**src/rtl/pos_sweep_pkg.sv**
```systemverilog
// Shared types and sizes for the truth-table sweep sequencer.
package pos_sweep_pkg;

    localparam int unsigned NUM_COMBOS = 8;
    localparam int unsigned IDX_W      = 3;
    localparam int unsigned ERR_W      = 4;
    localparam int unsigned SETTLE_W   = 4;

    typedef enum logic [1:0] {
        IDLE   = 2'd0,
        DRIVE  = 2'd1,
        SAMPLE = 2'd2,
        DONE   = 2'd3
    } state_e;

endpackage

```
**src/rtl/pos_sweep_check.sv**
```systemverilog
// Compares each captured sample with the latched expected mask and tracks errors.
module pos_sweep_check
    import pos_sweep_pkg::*;
(
    input  logic                  clk,
    input  logic                  reset,
    input  logic                  clear,
    input  logic                  sample,
    input  logic [IDX_W-1:0]      idx,
    input  logic                  f_in,
    input  logic [NUM_COMBOS-1:0] mask_in,
    output logic [ERR_W-1:0]      err_count,
    output logic [IDX_W-1:0]      first_err_idx,
    output logic                  mismatch
);

    logic [NUM_COMBOS-1:0] mask_q, mask_d;
    logic [ERR_W-1:0]      err_q, err_d;
    logic [IDX_W-1:0]      first_q, first_d;
    logic                  mism_q, mism_d;

    always_comb begin
        mask_d  = mask_q;
        err_d   = err_q;
        first_d = first_q;
        if (clear) begin
            mask_d  = mask_in;
            err_d   = '0;
            first_d = '0;
        end else if (sample && (f_in != mask_q[idx])) begin
            err_d = err_q + ERR_W'(1);
            // a zero count means no earlier error in this sweep
            if (err_q == '0) begin
                first_d = idx;
            end
        end
        mism_d = (err_d != '0);
    end

    always_ff @(posedge clk) begin
        if (reset) begin
            mask_q  <= '0;
            err_q   <= '0;
            first_q <= '0;
            mism_q  <= 1'b0;
        end else begin
            mask_q  <= mask_d;
            err_q   <= err_d;
            first_q <= first_d;
            mism_q  <= mism_d;
        end
    end

    assign err_count     = err_q;
    assign first_err_idx = first_q;
    assign mismatch      = mism_q;

endmodule

```
**src/rtl/pos_sweep_ctrl.sv**
```systemverilog
// Sweeps a 3-input evaluator through all combinations and captures its truth vector.
// Define POS_SWEEP_CHECK_EN to build the expected-mask compare logic.
module pos_sweep_ctrl
    import pos_sweep_pkg::*;
#(
    parameter int unsigned SETTLE = 1
) (
    input  logic                  clk,
    input  logic                  reset,
    input  logic                  start,
    input  logic                  abort,
    input  logic [NUM_COMBOS-1:0] expect_mask,
    input  logic                  f_in,
    output logic [IDX_W-1:0]      abc,
    output logic [NUM_COMBOS-1:0] truth,
    output logic                  busy,
    output logic                  done,
    output logic                  mismatch,
    output logic [ERR_W-1:0]      err_count,
    output logic [IDX_W-1:0]      first_err_idx
);

    state_e                state_q, state_d;
    logic [IDX_W-1:0]      idx_q, idx_d;
    logic [SETTLE_W-1:0]   cnt_q, cnt_d;
    logic [NUM_COMBOS-1:0] truth_q, truth_d;
    logic [IDX_W-1:0]      abc_q, abc_d;
    logic                  busy_q, busy_d;
    logic                  done_q, done_d;
    logic                  clear_c;
    logic                  sample_c;

    always_comb begin
        state_d  = state_q;
        idx_d    = idx_q;
        cnt_d    = cnt_q;
        truth_d  = truth_q;
        clear_c  = 1'b0;
        sample_c = 1'b0;
        case (state_q)
            IDLE: begin
                if (start) begin
                    state_d = DRIVE;
                    idx_d   = '0;
                    cnt_d   = '0;
                    truth_d = '0;
                    clear_c = 1'b1;
                end
            end
            DRIVE: begin
                if (abort) begin
                    state_d = IDLE;
                end else if (cnt_q == SETTLE_W'(SETTLE - 1)) begin
                    state_d = SAMPLE;
                    cnt_d   = '0;
                end else begin
                    cnt_d = cnt_q + SETTLE_W'(1);
                end
            end
            SAMPLE: begin
                // an aborted sample is dropped, earlier captures are kept
                if (abort) begin
                    state_d = IDLE;
                end else begin
                    sample_c       = 1'b1;
                    truth_d[idx_q] = f_in;
                    if (idx_q == IDX_W'(NUM_COMBOS - 1)) begin
                        state_d = DONE;
                    end else begin
                        idx_d   = idx_q + IDX_W'(1);
                        state_d = DRIVE;
                    end
                end
            end
            DONE: begin
                state_d = IDLE;
            end
            default: begin
                state_d = IDLE;
            end
        endcase
        busy_d = (state_d == DRIVE) || (state_d == SAMPLE);
        done_d = (state_d == DONE);
        abc_d  = busy_d ? idx_d : '0;
    end

    always_ff @(posedge clk) begin
        if (reset) begin
            state_q <= IDLE;
            idx_q   <= '0;
            cnt_q   <= '0;
            truth_q <= '0;
            abc_q   <= '0;
            busy_q  <= 1'b0;
            done_q  <= 1'b0;
        end else begin
            state_q <= state_d;
            idx_q   <= idx_d;
            cnt_q   <= cnt_d;
            truth_q <= truth_d;
            abc_q   <= abc_d;
            busy_q  <= busy_d;
            done_q  <= done_d;
        end
    end

    assign abc   = abc_q;
    assign truth = truth_q;
    assign busy  = busy_q;
    assign done  = done_q;

`ifdef POS_SWEEP_CHECK_EN
    pos_sweep_check u_check (
        .clk           (clk),
        .reset         (reset),
        .clear         (clear_c),
        .sample        (sample_c),
        .idx           (idx_q),
        .f_in          (f_in),
        .mask_in       (expect_mask),
        .err_count     (err_count),
        .first_err_idx (first_err_idx),
        .mismatch      (mismatch)
    );
`else
    logic unused_chk;
    assign unused_chk    = ^{expect_mask, clear_c, sample_c};
    assign err_count     = '0;
    assign first_err_idx = '0;
    assign mismatch      = 1'b0;
`endif

endmodule
```
**config.mk**
```make
export PLATFORM = sky130hd
export DESIGN_NAME = pos_sweep_ctrl
export DESIGN_NICKNAME = d
export VERILOG_FILES = /design/src/rtl/pos_sweep_pkg.sv /design/src/rtl/pos_sweep_check.sv /design/src/rtl/pos_sweep_ctrl.sv
export SDC_FILE = /design/constraint.sdc
export NUM_CORES = 1
export LEC_CHECK = 0
export BUFFER_PORTS_ARGS = -buffer_cell sky130_fd_sc_hd__buf_4
export CAP_MARGIN = 20
export CORE_ASPECT_RATIO = 1.2
export CORE_MARGIN = 5
export CORE_UTILIZATION = 40
export CTS_BUF_LIST = sky130_fd_sc_hd__clkbuf_4 sky130_fd_sc_hd__clkbuf_8
export DETAILED_ROUTE_END_ITERATION = 10
export GPL_ROUTABILITY_DRIVEN = 0
export HOLD_SLACK_MARGIN = 0.02
export PLACE_DENSITY = 0.76
export REMOVE_ABC_BUFFERS = 1
export SYNTH_ARGS = -nofsm -noshare
export SYNTH_HDL_FRONTEND = slang
export SYNTH_SLANG_ARGS = --single-unit
```
**constraint.sdc**
```tcl
create_clock -name clk -period 3.97 [get_ports clk]
set_clock_uncertainty 0.2 [all_clocks]
set_input_delay 0.5955 -clock clk [delete_from_list [all_inputs] [get_ports clk]]
set_output_delay 0.5955 -clock clk [all_outputs]
set_load 0.05 [all_outputs]
```
# Word-level counts from Yosys, hierarchy flattened
# Index checks and enable logic that the tools add are counted.
# op_classes
n_addsub,2
n_mux,20
div,0
bitwise_logic,1
mul,0
n_reduce_logical,9
n_shift,0
eq_ne,10
order_cmp,2
# ops
operator,count
two-way mux 8 bit,2
case mux 8 bit (2 select lines),1
two-way mux 4 bit,3
two-way mux 2 bit,5
two-way mux 3 bit,3
bitwise mux 8 bit,1
equality test 2 bit (second input constant),4
case mux 2 bit (4 select lines),1
case mux 4 bit (2 select lines),1
inequality test 2 bit (second input constant),3
case mux 3 bit (2 select lines),1
AND reduction 3 bit,2
adder 4 x 1 -> 4 bit (second input constant),1
equality test 2 x 1 -> 1 bit (second input constant),2
logical NOT 4 bit,1
< comparator 3 x 4 -> 1 bit (second input constant),1
nonzero test 2 bit,2
adder 3 x 1 -> 3 bit (second input constant),1
demux 1 bit (select 3 bit),1
equality test 3 bit (second input constant),1
>= comparator 3 x 1 -> 1 bit (second input constant),1
logical NOT 2 bit,1
OR reduction 2 bit,1
logical AND 1 bit,1
other kinds (3),3
# word_totals
latchBits,0
output_inout_bits,21
mem_bits_rw,0
register_bits,22
inputBits,13
wordCells,51
rom_bits,0
memories,0

# Logic depth before layout (Yosys ltp)
# Gate-level depths: netlist (run 1).
# logic_depth
word_depth,8
mapped_depth,9
ltp_nobuf,8

# Worst setup path after synthesis (run 1)
# No wires, ideal clock.
# synth_timing
path_kind,register to register
start,register cnt_q[0]
end,"register abc_q[2], in the netlist abc[2]"
arrival_time_ps,1613
stages_incl_launch_ff,9
setup_slack_ps,2034
path_cell_list,dfxtp_1 inv_1 ha_1 nor3b_1 o21ai_2 o2bb2ai_1 ha_1 nor2b_1 nor3b_1
# synth_via
elab_chain_len,8
# synth_lines
item,line_no,rtl
"start, declared",pos_sweep_ctrl.sv:25,"logic [SETTLE_W-1:0] cnt_q, cnt_d;"
"start signal, assigned",pos_sweep_ctrl.sv:99,cnt_q <= cnt_d;
logical NOT 4 bit (*),pos_sweep_ctrl.sv:53,end else if (cnt_q == SETTLE_W'(SETTLE - 1)) begin
two-way mux 2 bit (*),pos_sweep_ctrl.sv:53,
two-way mux 2 bit (*),pos_sweep_ctrl.sv:51,if (abort) begin
case mux 2 bit (4 select lines) (*),pos_sweep_ctrl.sv:40,case (state_q)
named net state_d[0],pos_sweep_ctrl.sv:23,"state_e state_q, state_d;"
equality test 2 x 1 -> 1 bit or equality test 2 bit (tied branches),pos_sweep_ctrl.sv:82,busy_d = (state_d == DRIVE) || (state_d == SAMPLE);
logical OR 1 bit (*),pos_sweep_ctrl.sv:82,
named net busy_d,pos_sweep_ctrl.sv:28,"logic busy_q, busy_d;"
NOT 1 bit (no source line) (*),--,
OR reduction 2 bit (no source line) (*),--,
"end signal, assigned",pos_sweep_ctrl.sv:93,abc_q <= '0;
"end signal, assigned",pos_sweep_ctrl.sv:101,abc_q <= abc_d;
"end, declared",pos_sweep_ctrl.sv:27,"logic [IDX_W-1:0] abc_q, abc_d;"
# Mark *: on every way through the listed nets, which the timed path passes. The rest lies on a longest branch.
# A chain may end at the register's enable or synchronous reset.

# Final worst setup path (run 1)
# Ends and elaborated chain as after synthesis.

==> impl.org, run 1 <==
** Clock network
- CTS saw 22 sinks.
- In this run, post-CTS repair resized a total of 0 instances.
- TritonCTS created 3 clock buffers.
- TritonCTS built the clock tree.
- In this run, post-CTS hold repair placed 0 buffers.
- Root buffer cell :: clkbuf_4
- Post-CTS setup repair buffer count :: 0
- Counting along the longest clock path gives a buffer depth of 2.
- H-tree levels :: 1
- Clock Latency Late Sink :: 0.30 ns
- Clock-pin slew was measured on the worst setup and hold paths at 0.13 ns.

** Detailed routing
- In the routed layout, each cell is associated on average with a via count of 5.08.
- Final wirelength :: 2250 um
- For this run, design rule violations remaining after detail routing come to 0.
- In this run, the number of DRC markers left after iteration 0 of detailed routing was 27.
- The first TritonRoute pass finished after 5 iterations.
- Remaining antenna violation count after routing :: 0
- Detailed-route wire length per cell :: 12.5 um
- Detailed routing inserted a total of 909 vias.

** Layout
- Fraction of layout cells with a size suffix above 1 :: 21.4%
- Syn-to-layout area delta :: 12.4%
- Fill cells in the final layout number 282.
- Final net count :: 163
- 0 antenna diodes ended up in the layout.

** Setup path
- On the critical path the largest part of the delay comes from simple AND/OR/NAND/NOR gates.
- Total number of cells along the worst setup path :: 8
- Across all register-to-register paths, the minimum setup slack is 1.73 ns.
- The critical path goes through inv_1 > ha_1 > nor3b_1 > o21ai_2 > o2bb2ai_1 > ha_1 > nor2b_1 > nor3b_1.
- The worst register-to-register path begins at cnt_q[0].
- For the worst setup path, the data arrival time is 2.27 ns.
- Maximum single-stage delay on the critical path :: 0.41 ns
- Among all stages on the critical path, the largest delay is contributed by nor3b_1.
- The endpoint identified for the worst register-to-register timing path is abc[2].
- Startpoint of the worst setup timing path :: cnt_q[0]
- Critical path capture point type :: flip-flop
- Worst-path maximum fanout :: 4
- For the worst setup path, the data required time is 4.00 ns.
- Category of the worst setup path launch point :: flip-flop
- Number of buffers and inverters on the critical path :: 1
- Counting cells, the worst reg-to-reg path comes to 8.
- The critical path in this run is classified as reg -> reg.

** Global route
- For this run, the total global-route usage over all layers was measured as 12.0%.
- Pin count of the biggest net entering global routing :: 20
- Leftover overflow at the end of global routing :: 0
- Antenna violations before repair :: 0
- Vias in the first global route :: 893
- The first global-routing pass estimated 3780 um of wire.

** Die
- Die Width :: 59.0 um
- Die Area :: 4060 um2
- In this run the core area contains 21 standard-cell rows.
- Placeable core region :: 2790 um2
- Die height :: 68.8 um
- 34 I/O pins were placed.
- Once the floorplan was initialized, standard cells occupied 41.4% of the core.

** Flow run
- Max-cap violations in this run came to 0.

** Timing
- The count of pins over their slew limit is 0.
- In the finished design, the share of the clock period the worst path needs comes to 56.4%.
- The worst path needs 2.24 ns of the cycle, external delays included.
- Static timing analysis puts the maximum clock frequency at 446 MHz.
- Adding up every negative setup slack in the final design gives 0 ns.
- Setup repair after global routing left no endpoint under its margin.
- Final hold violation count :: 0
- Hold timing on the final database bottoms out at a slack of 0.284 ns.
- Final setup vio count :: 0

** Yosys
- The largest total area in the synthesized netlist belongs to dfxtp_1.
- Post-Syn Area :: 1150 um2
- Most repeated cell in the gate-level netlist after synthesis :: dfxtp_1
- For this run, the leading register cell type out of synthesis is dfxtp_1.
- For this run, asynchronously set or reset flops after synthesis account for 0%.
- Synthesized flop and latch total :: 22
- The share of the Yosys chip area taken by registers is 38.2%.
- Number of enable flip-flop cells after synthesis :: 0
- Counting every instance in the synthesized netlist gives 132.
- Post-synth top cells :: 22 x dfxtp_1, 18 x a21oi_1, 11 x buf_4
- For this run, the number of Yosys warnings is 0.
- Area share of the leading cell type in the synthesized netlist :: 38.2%
- Counting distinct cell types in the post-synthesis netlist gives 32.
- Synthesized area divided by synthesized cell count :: 8.74 um2
- Ranked by total cell area, the synthesized netlist is headed by dfxtp_1 38%, a21oi_1 7.8%, buf_4 7.2%.

** Worst hold path
- Class of the worst hold path :: reg -> reg
- Hold path cells :: 1
- Worst Hold End :: cnt_q[3]
- The worst hold path begins at cnt_q[3].

** Power
- Across the VDD grid, the largest voltage drop is 0.153 mV.
- For this design the static power due to leakage is 0.000534 uW.
- Dividing total power by cell area gives a power density of 346 nW/um2.

** Status
- The flow ran to the end, and the final reports show no timing, DRC or antenna violations.

** Place
- Port-buffer cells :: 17
- Detailed placement HPWL :: 1690 um
## where the power goes
group	internal [uW]	switching [uW]
registers	223	2.77
clock network	102	67.8
logic	14.0	39.5
total	339	110
## worst max-delay path by stage
stage | end
after CTS | abc[2]
after global placement | abc[2]
after floorplan | abc[2]
final | abc[2]
after global routing | abc[2]
after detailed placement | abc[2]
## metal layers
metal / share of wire, % / wire length (um) / track usage [%] / up-vias
li1: - / - / - / 462
met1: 42 / 950 / 14.0 / 422
met2: 52 / 1160 / 21.0 / 21
met3: 4.6 / 103 / 2.42 / 4
met4: 1.4 / 32 / 5.38 / 0
met5: 0 / 0 / 0 / -
## cell usage in the layout, fill, tap and decap left out, drive strengths merged
| master | instances |
|---|---|
| a211oi | 1 |
| a21o | 1 |
| a21oi | 18 |
| a31oi | 4 |
| and2 | 1 |
| buf | 17 |
| bufinv | 1 |
| clkbuf | 3 |
| conb | 8 |
| dfxtp | 22 |
| ha | 4 |
| inv | 6 |
| mux2i | 3 |
| nand2 | 7 |
| nand2b | 4 |
| nand3 | 4 |
| nor2 | 8 |
| nor2b | 9 |
| nor3 | 5 |
| nor3b | 2 |
| nor4b | 3 |
| o21a | 1 |
| o21ai | 12 |
| o2bb2ai | 1 |
## layout make-up
class / instances / area (um2) / area share, %
tap: 34 / 42.5 / 3.28
clock buffer: 3 / 22.5 / 1.74
inverter: 6 / 22.5 / 1.74
multi-input combinational: 96 / 611 / 47.1
timing repair buffer: 17 / 128 / 9.85
clock inverter: 1 / 30.0 / 2.32
sequential: 22 / 440 / 34.0
## kinds of logic after synthesis
logic type                 count (synthesis)  synth area share (%)
and+or+nand+nor                           43                  24.7
AOI/OAI and AO/OA                         38                  18.7
DFF                                       22                  38.2
buffers and inverters                     21                  11.2
adders and majority gates                  4                  4.34
muxes                                      3                  2.60
other                                      1                 0.325
## per-stage QoR
stage | setup slack (ns) | power [uW] | util (%) | cell area, um2 | instances
CTS | 1.74 | 456 | 46.5 | 1300 | 179
global placement | 1.85 | 283 | 44.7 | 1240 | 175
global route | 1.48 | 470 | 46.5 | 1300 | 179
floorplan | 2.03 | 269 | - | 1070 | 124
detailed placement | 1.78 | 284 | 44.7 | 1240 | 175
finish | 1.73 | 449 | 46.5 | 1300 | 179
## registers in the layout, indices dropped and copies added, names as in the netlist
signal,flops
truth,8
cnt_q,4
abc,3
idx_q,3
state_q,2
busy,1
done,1
Power figures use the tool's default switching activity.
==> inputs of run 2 (changes only) <==
Settings changed: ABC_AREA set to 1.
Clock period 3.97 ns to 2.21 ns, I/O delays scaled along.
==> impl.org, run 2 <==
** Layout
- The register with the most flip-flops in the layout has 8 of them.
- Fraction of layout cells with a size suffix above 1 :: 16.2%
- Area of combinational cells with multiple inputs :: 582 um2
- Commonest non-fill, non-tap cells in the layout :: 56 x nand2_1, 22 x inv_1, 22 x dfxtp_1
- Most common cell after layout, fill and taps aside :: nand2_1
- Antenna Cells :: 0
- The sequential cells in the finished layout cover a total of 440 um2.
- The final layout contains 209 nets.
- Fin area :: 1350 um2
- Filler Cell Count :: 312
- Relative to the synthesized area, the layout overhead comes to 15.6%.

** Global route
- Pin count of the biggest net entering global routing :: 16
- The total overflow left after global routing is 0.
- The initial antenna violation count came to 0.
- Wire length of the first global-routing pass :: 4120 um
- Total Routing Usage GR :: 12.5%
- The via count of the first global-routing pass is 988.

** Yosys
- Of the synthesized area, sequential elements account for 37.8%.
- Synthesized flop and latch total :: 22
- Synthesized area divided by synthesized cell count :: 6.77 um2
- Synth area leader :: dfxtp_1
- Most instantiated flip-flop cell in the synthesis netlist :: dfxtp_1
- In the synthesized netlist, the cells that appear most often are 56 x nand2_1, 22 x dfxtp_1, 22 x inv_1.
- Number of enable flip-flop cells after synthesis :: 0
- After synthesis the cells add up to 1160 um2.
- nand2_1 is the most common cell in the netlist.
- Synthesis produced 172 cells.
- In this run, distinct cell masters in the synthesized netlist total 21.
- Async set or reset register ratio after synthesis :: 0%
- Most area-consuming cells after synthesis :: dfxtp_1 38%, nand2_1 18%, a21oi_1 7.3%
- Yosys printed 0 warnings.
- Area share of the leading cell type in the synthesized netlist :: 37.8%

** Clock network
- Number of buffers created by CTS :: 3
- Root buffer cell :: clkbuf_4
- Post-CTS setup repair buffer count :: 0
- After clock tree synthesis, the clock-pin slew on the worst setup and hold paths is 0.13 ns.
- TritonCTS built the clock tree.
- The clock passes through at most 2 buffers.
- In this run the number of H-tree levels came out at 1.
- At the later pin of the worst-skew pair, clock insertion delay measures 0.32 ns.
- Gates resized, CTS repair :: 0
- The clock drives 22 sinks.
- Hold repair after CTS inserted 0 buffers.

** Worst hold path
- Class of the worst hold path :: in -> reg
- Worst Hold End :: state_q[1]
- HP Start :: reset
- Counting instances, the worst hold path has a depth of 2.

** Die
- The initialized floorplan defines 21 standard-cell rows.
- Number of primary I/O pins :: 34
- The core region is 2790 um2.
- Die Area :: 4100 um2
- The initial utilization of the core area, before any placement, comes to 41.8%.
- Die Width :: 59.3 um
- The floorplan step set the die height to 69.1 um.

** Detailed routing
- Detailed-route wire length per cell :: 9.88 um
- DRC :: 0
- Dividing the detail-routed via count by the number of cells gives 4.64.
- Number of iterations in the first detailed-routing pass :: 4
- Remaining antenna violation count after routing :: 0
- Summing over every cut layer, the via total after detailed routing is 1044.
- 1st-iter DRT viols :: 20
- The routed design has 2220 um of wire.

** Setup path
- STA classifies the critical path endpoint as a flip-flop.
- The critical path is of the reg -> reg type.
- R2R Path End :: abc[2]
- STA puts the critical path data required time at 2.23 ns.
- Data arrival time of the critical path :: 1.85 ns
- Category of the worst setup path launch point :: flip-flop
- Number of cells on the worst reg-to-reg path :: 8
- The worst register-to-register path has a setup slack of 0.38 ns.
- Critical register-to-register path startpoint :: cnt_q[0]
- Worst-path maximum fanout :: 5

** Power
- Power consumption :: 865 uW
- Net switching is 27.6% of the power.
- Worst voltage drop across the vdd grid :: 0.288 mV
- Internal power comes to 626 uW.
- Dividing total power by cell area gives a power density of 643 nW/um2.
- Sequential cell fraction of total power :: 48.0%
- Share of total power in combinational logic :: 16.5%
- Net Sw Power :: 239 uW
- LEAKAGE :: 0.000656 uW
- Part of the power in the clock network :: 35.5%

** Timing
- Final critical delay including setup and external delays :: 1.83 ns
- Final setup vio count :: 0
- The count of pins over their slew limit is 0.
- Derived from the worst setup path, the maximum achievable clock frequency is 547 MHz.
- Ratio of final minimum period to clock period :: 82.7%
- Setup repair after global routing left no endpoint under its margin.
- The number of hold violations in the final report came to 0.
- After routing, the total negative slack on setup checks comes to 0 ns.

** Place
- Buffers placed on the I/O ports in this run total 17.
- Detailed placement finished with a half-perimeter wire length of 1720 um.
- The placed instances occupy a cell area of 1290 um2.

** Status
- The run finished with clean final reports.

** Flow run
- The tool flagged a number of max-cap violations equal to 0.
run 2: changes by cell type after synthesis, moves of 5 or more:
cell	delta
inv_1	+17
nand2_1	+49
nand3_1	+13
nor2b_1	-8
nor3_1	-5
o21ai_0	-8
run 2: critical path, stage by stage, from the launching register on:
cell,delay (ns)
dfxtp_1,0.42
inv_1,0.08
ha_1,0.19
nand3_1,0.13
nand2_1,0.07
a21oi_1,0.18
ha_1,0.26
nand2_1,0.13
nor2_1,0.07
run 2: power by group through the flow:
stage | Combinational, uW | Clock [uW] | Sequential, uW
3_3_place_gp | 141 | 0 | 424
6_report | 143 | 307 | 415
3_5_place_dp | 144 | 0 | 424
4_1_cts | 144 | 316 | 415
5_1_grt | 161 | 336 | 417
2_1_floorplan | 97.9 | 0 | 435
run 2: how the worst max path moves through the flow:
| stage | cells after the start | from | slack (ns) | endpoint |
|---|---|---|---|---|
| after global placement | 8 | cnt_q[0] | 0.46 | abc[1] |
| after floorplan | 8 | cnt_q[0] | 0.58 | abc[2] |
| final | 8 | cnt_q[0] | 0.38 | abc[2] |
| after detailed placement | 8 | cnt_q[0] | 0.39 | abc[2] |
| after global routing | 8 | cnt_q[0] | 0.21 | abc[2] |
| after CTS | 8 | cnt_q[0] | 0.38 | abc[2] |
run 2: kinds of logic after synthesis:
kind of cell / count (synthesis) / synth area share [%]
and+or+nand+nor: 90 / 34.5
buffers and inverters: 35 / 14.5
AOI/OAI and AO/OA: 20 / 8.59
other: 1 / 0.322
DFF: 22 / 37.8
adders and majority gates: 4 / 4.30
run 2: area by class of cell:
type                       instances  share of cell area, %
sequential                        22                   32.7
inverter                          25                   6.97
clock inverter                     1                   2.23
timing repair buffer              18                   10.0
multi-input combinational        122                   43.2
clock buffer                       3                   1.67
tap                               34                   3.16
run 2: per-layer routing:
metal / wire length, um / track usage, % / part of all wire [%] / vias up
li1: - / - / - / 561
met1: 959 / 15.2 / 43 / 460
met2: 1130 / 20.7 / 51 / 16
met3: 70 / 1.68 / 3.1 / 7
met4: 68 / 6.80 / 3.1 / 0
met5: 0 / 0 / 0 / -
run 2: per-stage QoR:
step	hold slack, ns	util [%]	instances	setup WS (ns)
global placement	0.248	46.5	221	0.464
CTS	0.0815	48.3	225	0.381
floorplan	0.201	-	169	0.580
finish	0.0942	48.3	225	0.382
global route	0.0859	48.3	225	0.210
detailed placement	0.253	46.5	221	0.390
==> inputs of run 3 (changes only) <==
Settings changed: ABC_AREA 1 to 0.
Clock period 2.21 ns to 1.8 ns, I/O delays scaled along.
==> impl.org, run 3 (synthesis gave the netlist of run 1 again) <==
** Detailed routing
- In this run the remaining antenna-violating nets after routing total 0.
- The first TritonRoute pass finished after 4 iterations.
- 1st-iter DRT viols :: 43
- DRC :: 0
- Via count :: 967
- Final wirelength :: 2500 um
- Detailed-route wire length per cell :: 12.8 um
- Mean number of vias per cell :: 4.96

** Die
- In this run the horizontal extent of the chip is 59.0 um.
- Effective utilization at floorplan :: 41.4%
- The initialized floorplan defines 21 standard-cell rows.
- The floorplan step defined a core boundary enclosing 2790 um2.
- Number of primary I/O pins :: 34
- Die height :: 68.8 um
- Die Area :: 4060 um2

** Power
- Power spread over the standard cell area amounts to 684 nW/um2.
- In this run the static leakage power is 0.000633 uW.
- The design draws 1000 uW.
- The worst-case IR drop observed on VDD is 0.313 mV.

** Global route
- Leftover overflow at the end of global routing :: 0
- Antenna violations before repair :: 0
- The first global-routing pass estimated 4370 um of wire.
- Global routing used 14.1% of the available tracks.
- The via count of the first global-routing pass was 1030.
- Entering global routing, the biggest net connects 20 pins.

** Layout
- Fraction of layout cells with a size suffix above 1 :: 35.4%
- The register with the most flip-flops in the layout has 8 of them.
- Filler Cell Count :: 263
- Relative to the synthesized area, the layout overhead comes to 27.0%.
- Most common cell after layout, fill and taps aside :: buf_4
- Summing all non-filler instances in the final layout gives an area of 1470 um2.
- Commonest non-fill, non-tap cells in the layout :: 33 x buf_4, 20 x dfxtp_1, 17 x a21oi_1
- 0 antenna diodes ended up in the layout.
- In the final design database the tool counted 179 nets.

** Setup path
- Crit path kind :: reg -> reg
- Data arrives at the worst endpoint at 1.87 ns.
- Data required time of the worst path :: 1.80 ns
- The worst register-to-register path has a setup slack of -0.07 ns.
- STA classifies the critical path startpoint as a flip-flop.
- Worst-path maximum fanout :: 4
- STA classifies the critical path endpoint as a flip-flop.

** Timing
- Unrepaired setup endpoints after global routing :: yes
- Ratio of final minimum period to clock period :: 104%
- Final hold violation count :: 0
- Timing would allow up to 534 MHz.
- Crit path setup slack, layout :: -0.0716 ns
- Setup violations remaining at the end of the flow were counted as 3.
- Count of pins over their slew limit :: 0
- Subtracting the final worst setup slack from the clock period gives 1.87 ns.

** Place
- The wire-length estimate of the detail-placed layout is 1930 um.
- Area after detailed placement :: 1360 um2
- During placement, the flow inserted port buffers numbering 17.

** Clock network
- No sink is reached through more buffers than the 2 on the longest clock path.
- Clock tree synthesis found a total of 22 sinks.
- Clock Latency Late Sink :: 0.30 ns
- TritonCTS built the clock tree.
- Root buffer cell :: clkbuf_4
- Clock-pin slew was measured on the worst setup and hold paths at 0.12 ns.
- H-tree levels :: 1
- Clock tree synthesis inserted a total of 3 buffers.

** Worst hold path
- Class of the worst hold path :: in -> reg

** Status
- Violations in the final reports :: negative setup slack
- The flow ran to the end, but the final reports show violations.

** Flow run
- The tool flagged a number of max-cap violations equal to 0.
[run 3: path summary, 6_finish.rpt]
path | cells after the start | start | endpoint
worst max-delay path | 8 | cnt_q[0] | abc[2]
worst min-delay path | 2 | reset | truth[4]
worst max register to register | 8 | cnt_q[0] | abc[2]
worst min register to register | 2 | truth[4] | truth[4]
[run 3: layer usage]
layer  GRT usage [%]  vias up  share of wire, %
met4            6.80        0               1.5
met2            26.8       21                54
met5               0        -                 0
met1            14.7      448                40
li1                -      494                 -
met3            2.61        4               4.1
[run 3: final cells by class]
| type | count | area [um2] | share of cell area, % |
|---|---|---|---|
| clock buffer | 3 | 22.5 | 1.54 |
| clock inverter | 1 | 30.0 | 2.05 |
| inverter | 6 | 22.5 | 1.54 |
| multi-input combinational | 96 | 657 | 44.8 |
| sequential | 22 | 443 | 30.2 |
| tap | 34 | 42.5 | 2.90 |
| timing repair buffer | 33 | 248 | 16.9 |
[run 3: worst max-delay path, cell delays in order (launching register included)]
cell,delay (ns)
dfxtp_2,0.34
inv_2,0.07
ha_4,0.12
nor3b_4,0.26
o21ai_2,0.09
o2bb2ai_2,0.13
ha_1,0.27
nor2b_4,0.14
nor3b_2,0.15
[run 3: repair_timing]
| item | 4_1_cts | 5_1_grt |
|---|---|---|
| cloned | 0 | 0 |
| pin swaps | 3 | 0 |
| buffers inserted | 1 | 0 |
| gates resized for setup | 13 | 0 |
| hold buffers | 0 | 0 |
| setup endpoints to repair | 4 | 3 |
| endpoints found under the hold margin | 0 | 0 |
[run 3: power breakdown]
| part | internal (uW) | switching (uW) | total [uW] | leakage [uW] |
|---|---|---|---|---|
| Combinational | 42.4 | 95.0 | 137 | 0.000426 |
| Clock | 225 | 144 | 369 | 0.0000279 |
| Sequential | 492 | 3.56 | 495 | 0.000179 |
[run 3: through the flow]
step                      util [%]  setup TNS (ns)  cells  hold slack, ns  setup WS, ns
after global placement        49.0          -0.578    191           0.259        -0.224
after global routing          52.6          -0.380    195          0.0929        -0.137
final                         52.6          -0.176    195          0.0981       -0.0716
after floorplan                  -          -0.368    124           0.139        -0.136
after CTS                     52.6          -0.186    195          0.0800       -0.0737
after detailed placement      49.0          -0.794    191           0.278        -0.270
